[config.mk]
export PLATFORM = sky130hd
export DESIGN_NAME = matrix_frame_scanner
export DESIGN_NICKNAME = d
export VERILOG_FILES = /design/src/rtl/matrix_frame_scanner.sv
export SDC_FILE = /design/constraint.sdc
export NUM_CORES = 1
export LEC_CHECK = 0
export ABC_AREA = 1
export CORE_UTILIZATION = 50
export CTS_BUF_LIST = sky130_fd_sc_hd__clkbuf_2
export DETAILED_ROUTE_END_ITERATION = 7
export PLACE_DENSITY = 0.78
export REMOVE_ABC_BUFFERS = 1
export SETUP_SLACK_MARGIN = 0.3
export SYNTH_ARGS = -nofsm -noshare
export SYNTH_HDL_FRONTEND = slang
export SYNTH_SLANG_ARGS = --single-unit
[constraint.sdc]
create_clock -name clk -period 3.08 [get_ports clk]
set_clock_uncertainty 0.2 [all_clocks]
set_input_delay 0.308 -clock clk [delete_from_list [all_inputs] [get_ports clk]]
set_output_delay 0.308 -clock clk [all_outputs]
set_load 0.03 [all_outputs]
[src/rtl/matrix_frame_scanner.sv]
// matrix_frame_scanner
//   Consumer end of the game-logic -> LED matrix image path. A full-frame
//   bitmap is accepted over valid/ready into a pending buffer. The pending
//   buffer is swapped into the display buffer only at a frame boundary, so
//   frames never tear. The display buffer is scanned one row at a time. Each
//   row is preceded by a blanking gap and is driven with 8-level PWM duty.
//
// Ports
//   clk          system clock
//   nrst         synchronous reset, active low
//   img          frame bitmap, bit r*DIM_X+c = pixel (row r, col c), 1 = lit
//   img_valid    img holds a frame to transfer
//   img_ready    pending buffer empty; transfer occurs on img_valid & img_ready
//   brightness   0 = 1/8 duty .. 7 = 8/8 duty, sampled at frame boundary
//   row          row select, one-hot while driving, polarity per ROW_ACT_LOW
//   col          column drive for the selected row, polarity per COL_ACT_LOW
//   frame_start  1-cycle pulse on the first blank cycle of row 0
module matrix_frame_scanner #(
    parameter int DIM_X       = 6,
    parameter int DIM_Y       = 6,
    parameter int ROW_HOLD    = 16,
    parameter int BLANK_CYC   = 2,
    parameter int ROW_ACT_LOW = 0,
    parameter int COL_ACT_LOW = 1
) (
    input  logic                   clk,
    input  logic                   nrst,
    input  logic [DIM_X*DIM_Y-1:0] img,
    input  logic                   img_valid,
    output logic                   img_ready,
    input  logic [2:0]             brightness,
    output logic [DIM_Y-1:0]       row,
    output logic [DIM_X-1:0]       col,
    output logic                   frame_start
);

    localparam int NPIX    = DIM_X * DIM_Y;
    localparam int CNT_MAX = (ROW_HOLD > BLANK_CYC) ? ROW_HOLD : BLANK_CYC;
    localparam int CW      = (CNT_MAX > 1) ? $clog2(CNT_MAX) : 1;
    localparam int RW      = (DIM_Y > 1) ? $clog2(DIM_Y) : 1;

    localparam logic [DIM_Y-1:0] ROW_IDLE = (ROW_ACT_LOW != 0) ? '1 : '0;
    localparam logic [DIM_X-1:0] COL_IDLE = (COL_ACT_LOW != 0) ? '1 : '0;

    typedef enum logic {
        ST_BLANK,
        ST_DRIVE
    } state_t;

    state_t          state_q, state_n;
    logic [CW-1:0]   cnt_q, cnt_n;
    logic [RW-1:0]   row_idx_q, row_idx_n;
    logic            started_q;
    logic            boundary;

    logic [NPIX-1:0] disp_buf;
    logic [NPIX-1:0] pend_buf;
    logic            pend_full;
    logic [2:0]      bright_q;

    logic [DIM_Y-1:0] row_act;
    logic [DIM_X-1:0] col_act;
    logic             lit;
    logic             fs_n;

    assign img_ready = ~pend_full;

    // The state/cnt/row_idx registers describe the current cycle; outputs are
    // registered from the *next* position so they line up with it without
    // an extra cycle of latency. The first cycle after reset release holds
    // at blank/row 0/cnt 0 so that it carries the frame_start pulse.
    always_comb begin
        state_n   = state_q;
        cnt_n     = cnt_q;
        row_idx_n = row_idx_q;
        boundary  = 1'b0;

        if (!started_q) begin
            state_n   = ST_BLANK;
            cnt_n     = '0;
            row_idx_n = '0;
        end else begin
            case (state_q)
                ST_BLANK: begin
                    if (cnt_q == CW'(BLANK_CYC - 1)) begin
                        state_n = ST_DRIVE;
                        cnt_n   = '0;
                    end else begin
                        cnt_n = cnt_q + 1'b1;
                    end
                end
                ST_DRIVE: begin
                    if (cnt_q == CW'(ROW_HOLD - 1)) begin
                        state_n = ST_BLANK;
                        cnt_n   = '0;
                        if (row_idx_q == RW'(DIM_Y - 1)) begin
                            row_idx_n = '0;
                            boundary  = 1'b1;
                        end else begin
                            row_idx_n = row_idx_q + 1'b1;
                        end
                    end else begin
                        cnt_n = cnt_q + 1'b1;
                    end
                end
            endcase
        end

        // PWM: columns lit for the first (bright+1)/8 of the hold time.
        lit     = (32'(cnt_n) < (32'(bright_q) + 32'd1) * 32'(ROW_HOLD / 8));
        row_act = '0;
        col_act = '0;
        if (state_n == ST_DRIVE) begin
            row_act[row_idx_n] = 1'b1;
            col_act = disp_buf[int'(row_idx_n) * DIM_X +: DIM_X] & {DIM_X{lit}};
        end

        fs_n = (state_n == ST_BLANK) && (cnt_n == '0) && (row_idx_n == '0);
    end

    always_ff @(posedge clk) begin
        if (!nrst) begin
            state_q     <= ST_BLANK;
            cnt_q       <= '0;
            row_idx_q   <= '0;
            started_q   <= 1'b0;
            disp_buf    <= '0;
            pend_buf    <= '0;
            pend_full   <= 1'b0;
            bright_q    <= 3'd7;
            row         <= ROW_IDLE;
            col         <= COL_IDLE;
            frame_start <= 1'b0;
        end else begin
            state_q     <= state_n;
            cnt_q       <= cnt_n;
            row_idx_q   <= row_idx_n;
            started_q   <= 1'b1;
            row         <= (ROW_ACT_LOW != 0) ? ~row_act : row_act;
            col         <= (COL_ACT_LOW != 0) ? ~col_act : col_act;
            frame_start <= fs_n;

            if (boundary) begin
                bright_q <= brightness;
            end

            // Swap only happens while full and capture only while empty,
            // so the two can never collide on the same edge.
            if (boundary && pend_full) begin
                disp_buf  <= pend_buf;
                pend_full <= 1'b0;
            end else if (img_valid && !pend_full) begin
                pend_buf  <= img;
                pend_full <= 1'b1;
            end
        end
    end

endmodule

[Word-level counts from Yosys, hierarchy flattened]
Cells that the tools add are included.
Widths: inputs -> output; s select.
Operators by class
  mux-type cells: 20
  multiply operators: 1
  bitwise gates (word level): 7
  $lt $le $gt $ge: 3
  reductions and logical operators: 11
  shifts and indexed selects: 1
  eq/ne operators: 3
  add/subtract/negate cells: 3
Operators with widths (number)
  $shiftx 36x7->6: 1
  $mux 3: 4
  $mux 4: 3
  $mux 1: 9
  $pmux 4 s2: 1
  $and 6x6->6: 1
  $mux 6: 1
  $not 6->6: 1
  $logic_and 1x1->1: 5
  $lt 4x5->1: 1
  $mul 3x2->5 const B: 1
  $not 1->1: 5
  $add 3x1->4 const B: 1
  $add 4x1->4 const B: 1
  $eq 4x1->1 const B: 1
  $eq 4x4->1 const B: 1
  $logic_not 4->1: 1
  $lt 3x4->1 const B: 1
  $reduce_and 2->1: 2
  $add 3x1->3 const B: 1
  $demux 1 s3: 1
  $eq 3x3->1 const B: 1
  $ge 3x1->1 const B: 1
  $logic_not 3->1: 1
  3 further kinds: 3
Storage, ports and cells
  input bits: 42
  flip-flop bits (word level): 98
  word-level logic and storage cells: 60

[Depth between registers and ports, before layout]
Gate-level depths: netlist of run 1.
  depth in word-level cells: 10
  depth in mapped cells: 12

[Least setup slack after synthesis of run 1]
Ideal clock, no wire load.
  path kind: reg2reg
  start: register started_q
  end: register col[2]
  clock period less this slack: 2149 ps
  setup slack: 931 ps
  path buffers: 2
  library setup time: 139 ps
  stages on the path, launching flop included: 10
  data arrival time: 1810 ps
  data required time: 2741 ps
  cells stage by stage: dfxtp_1 -> buf_1 -> clkbuf_1 -> nand3_1 -> inv_1 -> ha_1 -> nand2_1 -> nand2_1 -> a21boi_1 -> nand3_1
On the way
  elaborated cells between the ends (all ways): 9
  classes of those cells: mul (1); order compare (1); shift (1); mux (4); bitwise (2)
RTL lines
  from (decl): line 53  | logic started_q;
  from (signal assigned): line 126  | started_q <= 1'b0;
  from (signal assigned): line 138  | started_q <= 1'b1;
  $mux 4: line 78  | if (!started_q) begin
  via cnt_n[2]: line 51  | logic [CW-1:0] cnt_q, cnt_n;
  $lt 4x5->1: line 110  | lit = (32'(cnt_n) < (32'(bright_q) + 32'd1) * 32'(ROW_HOLD / 8));
  $and 6x6->6: line 115  | col_act = disp_buf[int'(row_idx_n) * DIM_X +: DIM_X] & {DIM_X{lit}};
  $mux 6: line 113  | if (state_n == ST_DRIVE) begin
  $not 6->6: line 140  | col <= (COL_ACT_LOW != 0) ? ~col_act : col_act;
  to (signal assigned): line 140
  to (decl): line 33  | output logic [DIM_X-1:0] col,
The timed path passes the listed nets, and every way through them passes these cells.
A chain may end at the register's enable or synchronous reset.

[Final worst setup path of run 1]
  start: register cnt_q[0]
  end: register col[2]
On the way
  elaborated cells between the ends (all ways): 20
  classes of those cells: add/sub (1); mul (1); order compare (1); eq/ne (2); shift (1); mux (12); bitwise (2)
RTL lines
  from (decl): line 51
  from (signal assigned): line 136  | cnt_q <= cnt_n;
  $add 4x1->4, or another cell as far along: line 89, 103
  $mux 4 (on tied branches): line 93, 85
  $pmux 4 s2 *: line 83  | case (state_q)
  $mux 4 *: line 78
  via cnt_n[3]: line 51
  $lt 4x5->1 *: line 110
  $and 6x6->6 *: line 115
  $mux 6 *: line 113
  $not 6->6 *: line 140
The timed path passes the listed nets; every way through them passes the cells marked *.

==> reports/results.txt, run 1 <==
Final wirelength = 8030 um
Clock Tree Root = clkbuf_2
DRC errors left = 0
Required @ worst endpoint = 3310 ps
Row count = 32
Setup TNS = 0 ps
Register area share after synthesis = 0.490
Max incr delay on CP = 410 ps
Synth Warn # = 0
Slew @ Worst Pin = 614 ps
Hold Path Origin = nrst
Nets = 624
Port buffer count = 55
Slew Limit Headroom = 0.589
Unrepaired setup endpoints after global routing = false
Largest net degree at the start of global routing = 70
Die width = 91.5 um
Minimum clock period = 2470 ps
Cell count after synthesis = 533
DP Wirelength = 5440 um
CTS buffer count = 9
Core area = 7730 sq um
Max cap viols = 0
Hold Crit Depth = 3
Mean cell area of the mapped netlist = 7.52 sq um
Initial Util = 0.518
Critical path data arrival time = 2710 ps
Flops & latches, synth = 98
Critical path depth = 11
Syn Std Cell Area = 4010 sq um
Ys async rst share = 0
Post-synth EDFFs = 0
Clock slew seen by the registers of the worst setup and hold paths = 240 ps
Die Height = 91.5 um
Period Utilization, post-route = 0.803
Area Overhead vs Synth = 17.3%
First-pass GRT wire length = 14000 um
I/O pin cnt = 56
# fillers = 710
Reg-to-reg critical path startpoint = cnt_q[0]$_SDFF_PN0_
Number of setup buffers added after CTS = 0
Via-per-instance ratio = 5.05
WL/cell = 11.7 um
Post-synth cell types = 29
Pwr dens = 463 nW/um^2
Crit path launch = cnt_q[0]$_SDFF_PN0_
Final Hold Viols = 0
CP delay by family, top = simple AND/OR/NAND/NOR gates
Share of layout cells above drive strength 1 = 0.0533
Die Footprint = 8380 sq um
Ys flop type = dfxtp_1
Post-CTS Hold Fix Bufs = 0
DP Area = 4570 sq um
Final ANT Viol Nets = 0
Post-CTS sizing = 0
Worst path buffer plus inverter count = 1
Total grt overflow = 0
Leakage = 2.00 nW
Number of global-route vias before repair = 3211
Max Fclk = 404 MHz
Critical path cell sequence = ha_1, nand2_2, nor2_4, nor2_1, nand2_1, nor2_1, ha_1, nand2_1, inv_1, a21boi_1, nand3_1
Gpl congestion = 0.899
Finish-stage setup viols = 0
Diodes inserted = 0
Total GRT Usage = 0.207
Critical path class = reg -> reg
DRT Pass-1 Iters = 5
Max-slew violations = 0
TritonCTS clock tree = done
Worst hold path class = in -> reg
Vias = 3452
Crit path max fanout = 6
Final instance area = 4700 sq um
H-tree levels = 3
Initial antenna violation count = 0
Critical Path Sink Type = flip-flop
Clk buf depth = 2
Worst Reg2Reg Path Length in Cells = 11
Status = finished, final reports clean
Critical path startpoint category = flip-flop
Critical path's slowest cell = a21boi_1
Num Clock Sinks = 98
Clock latency on the worst-skew pair = 540 ps
Peak supply drop = 0.000226 V
DRT iter0 DRCs = 195
==> cell usage in the layout, fill, tap and decap left out, drive strengths merged <==
| cell type | instances |
|---|---|
| o211ai | 5 |
| clkbuf | 10 |
| a21oi | 38 |
| nand4 | 17 |
| nand2 | 82 |
| clkdlybuf4s50 | 54 |
| buf | 7 |
| xnor2 | 1 |
| nor3 | 6 |
| clkinv | 6 |
| a21boi | 1 |
| nand3 | 32 |
| xor2 | 2 |
| nor4 | 1 |
| bufinv | 2 |
| inv | 57 |
| nor2 | 94 |
| ha | 5 |
| o21ai | 64 |
| dfxtp | 98 |
==> tightest hold or removal path, delay by kind of cell <==
| kind | cells | cell delay [ps] |
|---|---|---|
| compound gates | 1 | 70 |
| buf+inv | 2 | 420 |
==> power by group <==
part           leakage, nW  internal [mW]  switching, mW
registers            0.799           1.31         0.0262
logic                 1.12         0.0818         0.0847
clock network       0.0810          0.267          0.402
total                 2.00           1.66          0.513
==> synthesized netlist by cell type, types with 2 or more instances <==
cell       n  area share
a21oi_1   38       0.047
nor2_1    91       0.085
buf_2      3      0.0037
nand3_1   31       0.039
buf_6      6       0.017
nand2_1   78       0.073
nand4_1   17       0.027
o21ai_0   40       0.050
dfxtp_1   98        0.49
clkinv_1   2      0.0019
nor2_4     2      0.0056
clkbuf_1  16       0.015
ha_1       5       0.016
o211ai_1   5      0.0094
xor2_1     2      0.0044
nand2_2    2      0.0031
inv_1     57       0.053
buf_1      2      0.0019
nand2_4    2      0.0056
nor3_1     5      0.0062
o21ai_1   23       0.029
==> cells by family after synthesis <==
kind of cell / after synthesis / share of synthesized area
AOI/OAI and AO/OA: 108 / 0.140
xor gates and xnor gates: 3 / 0.00656
and+or+nand+nor: 232 / 0.254
DFF: 98 / 0.490
adders and majority gates: 5 / 0.0156
buffers and inverters: 87 / 0.0946
==> sequential cells by signal, summed over array words and instances (netlist names) <==
name         flops
disp_buf        36
pend_buf        36
col              6
row              6
cnt_q            4
bright_q         3
row_idx_q        3
frame_start      1
pend_full        1
started_q        1
state_q          1
==> metal layers <==
layer  vias to the layer above  track usage  part of all wire
li1                       1813            -                 -
met2                        74        0.353              0.48
met5                         -            0                 0
met3                        20       0.0410             0.039
met1                      1545        0.255              0.46
met4                         0       0.0820             0.021
==> worst paths after layout <==
path,end,slack [ps]
max,col[2]$_SDFF_PN1_,610
min,disp_buf[24]$_SDFFE_PN0P_,80
max reg2reg,col[2]$_SDFF_PN1_,610
min reg2reg,disp_buf[4]$_SDFFE_PN0P_,270
==> per-stage QoR <==
step           power [mW]  std cells  utilization  hold slack, ps  setup WS (ps)
4_1_cts              2.19        684        0.608            26.4            616
3_5_place_dp         1.53        668        0.591             249            627
3_3_place_gp         1.52        668        0.591             242            723
2_1_floorplan        1.43        505            -             136            194
5_1_grt              2.27        684        0.608            44.3            424
6_report             2.18        684        0.608            78.3            607
==> final cells by class <==
type / instances / area (sq um) / area share
repair buffers: 61 / 591 / 0.126
inverters: 59 / 221 / 0.0471
well taps: 102 / 128 / 0.0272
flip-flops and latches: 98 / 1960 / 0.418
clock inverters: 6 / 81.3 / 0.0173
clock buffers: 10 / 50.0 / 0.0107
multi-input cells: 348 / 1670 / 0.354
No activity file was read; power rests on OpenSTA's default activity.
==> run 2: changes to the inputs <==
--- a/config.mk
+++ b/config.mk
@@ -9,7 +9,7 @@
 export CORE_UTILIZATION = 50
 export CTS_BUF_LIST = sky130_fd_sc_hd__clkbuf_2
 export DETAILED_ROUTE_END_ITERATION = 7
-export PLACE_DENSITY = 0.78
+export PLACE_DENSITY = 0.81
 export REMOVE_ABC_BUFFERS = 1
 export SETUP_SLACK_MARGIN = 0.3
 export SYNTH_ARGS = -nofsm -noshare
==> constraint.sdc (replaced) <==
create_clock -name clk -period 2.1 [get_ports clk]
set_clock_uncertainty 0.2 [all_clocks]
set_input_delay 0.21 -clock clk [delete_from_list [all_inputs] [get_ports clk]]
set_output_delay 0.21 -clock clk [all_outputs]
set_load 0.03 [all_outputs]
==> reports/results.txt, run 2 (synthesized netlist as in run 1, its figures left out) <==
Die Height = 91.5 um (unchanged)
Required @ worst endpoint = 2370 ps (-940 ps)
Setup WS pre-CTS = -32.9 ps (-660 ps)
Final WS setup = -198 ps (-805 ps)
DRT Pass-1 Iters = 5 (unchanged)
Clock slew seen by the registers of the worst setup and hold paths = 270 ps (+30 ps)
Critical path class = reg -> reg
Commonest non-fill, non-tap cell in the layout = dfxtp_1
Port buffer count = 55 (unchanged)
Period Utilization, post-route = 1.09 (+0.291)
Final wirelength = 14000 um (+75%)
Number of global-route vias before repair = 3646 (+14%)
Commonest cells after routing, fill and taps aside = dfxtp_1, nor2_1, nand2_1, inv_1, clkdlybuf4s50_1
Initial Util = 0.518 (unchanged)
Slew Limit Headroom = 0.660 (+0.0712)
WL/cell = 18.6 um (+59%)
DP Wirelength = 5930 um (+8.9%)
Via-per-instance ratio = 5.79 (+15%)
Row count = 32 (unchanged)
Total GRT Usage = 0.252 (+0.0452)
Die width = 91.5 um (unchanged)
Minimum clock period = 2300 ps (-175 ps)
Diodes inserted = 0 (unchanged)
CTS buffer count = 9 (unchanged)
Critical Path Sink Type = flip-flop
Clock Tree Root = clkbuf_2
Total grt overflow = 0 (unchanged)
H-tree levels = 3 (unchanged)
Max Fclk = 435 MHz (+7.6%)
Num Clock Sinks = 98 (unchanged)
Gpl congestion = 0.880 (-2.1%)
Finish-stage setup viols = 38 (+38)
Core area = 7730 sq um (unchanged)
Share of layout cells above drive strength 1 = 0.273 (+0.220)
Final ANT Viol Nets = 0 (unchanged)
Clk buf depth = 2 (unchanged)
WHS = 1.44 ps (-76.9 ps)
Largest net degree at the start of global routing = 44 (-37%)
Nets = 695 (+11%)
Max cap viols = 0 (unchanged)
DRC errors left = 0 (unchanged)
Critical path startpoint category = flip-flop
Max-slew violations = 0 (unchanged)
Setup TNS = -2780 ps (-2780 ps)
Area Overhead vs Synth = 50.6%
Crit path max fanout = 9 (+3)
Vias = 4364 (+26%)
Leakage = 2.47 nW (+23%)
Violated checks = negative setup slack
Clock latency on the worst-skew pair = 580 ps (+40 ps)
Peak supply drop = 0.000370 V (+63%)
Worst hold path class = in -> reg
Unrepaired setup endpoints after global routing = true
Slew @ Worst Pin = 510 ps (-105 ps)
Die Footprint = 8380 sq um (unchanged)
DRT iter0 DRCs = 618 (+220%)
Biggest regs = disp_buf (36), pend_buf (36)
Fin util = 0.781 (+0.173)
I/O pin cnt = 56 (unchanged)
First-pass GRT wire length = 16700 um (+20%)
Critical path data arrival time = 2570 ps (-140 ps)
Final Hold Viols = 0 (unchanged)
Status = finished with violations
TritonCTS clock tree = done
Pwr dens = 515 nW/um^2 (+11%)
Initial antenna violation count = 0 (unchanged)
-- run 2: critical path, stage by stage, from the launching register on --
cell and delay, ps:
dfxtp_4 430, ha_4 150, nand2_4 60, nor2_4 160, buf_6 140, nand2_8 70
buf_4 160, buf_4 170, nand4_1 140, nand2_1 100, nand2_1 90, nand2_1 90
nor2_1 130, nand3_2 90
-- run 2: area by class of cell --
class	count	area, sq um
multi-input combinational	349	2240
fill	457	1690
clock buffer	11	55.1
timing repair buffer	131	1390
tap	102	128
inverter	59	229
clock inverter	4	20.0
sequential	98	1970
-- run 2: layer usage --
| layer | vias to the layer above | global-route usage | share of wire |
|---|---|---|---|
| li1 | 1954 | - | - |
| met2 | 302 | 0.436 | 0.50 |
| met3 | 95 | 0.0561 | 0.079 |
| met5 | - | 0 | 0 |
| met1 | 2013 | 0.304 | 0.36 |
| met4 | 0 | 0.0952 | 0.067 |
-- run 2: repair_timing --
action | in CTS | in global routing
gates cloned | 4 | 4
hold buffers | 8 | 17
endpoints found under the setup margin | 68 | 59
setup buffers | 12 | 14
pin swaps | 18 | 30
endpoints found under the hold margin | 75 | 17
resized for setup | 76 | 113
-- run 2: through the flow --
step	power, mW	area, sq um	instances
floorplan	2.10	3850	505
global placement	2.24	4680	680
detailed placement	2.25	4680	680
CTS	2.99	5270	719
global route	3.22	6030	754
finish	3.11	6030	754
-- run 2: path summary, 6_finish.rpt --
check                       startpoint                         to  slack (ps)  cells after the start
min                            img[22]  pend_buf[22]$_SDFFE_PN0P_           1                      3
min reg2reg  disp_buf[21]$_SDFFE_PN0P_  disp_buf[21]$_SDFFE_PN0P_         280                      2
max reg2reg        cnt_q[1]$_SDFF_PN0_          col[2]$_SDFF_PN1_        -200                     13
max                cnt_q[1]$_SDFF_PN0_          col[2]$_SDFF_PN1_        -200                     13
-- run 2: where the power goes --
part	switching [mW]	internal (mW)	leakage, nW
registers	0.0470	1.93	0.802
clock network	0.623	0.149	0.0529
logic	0.187	0.179	1.61
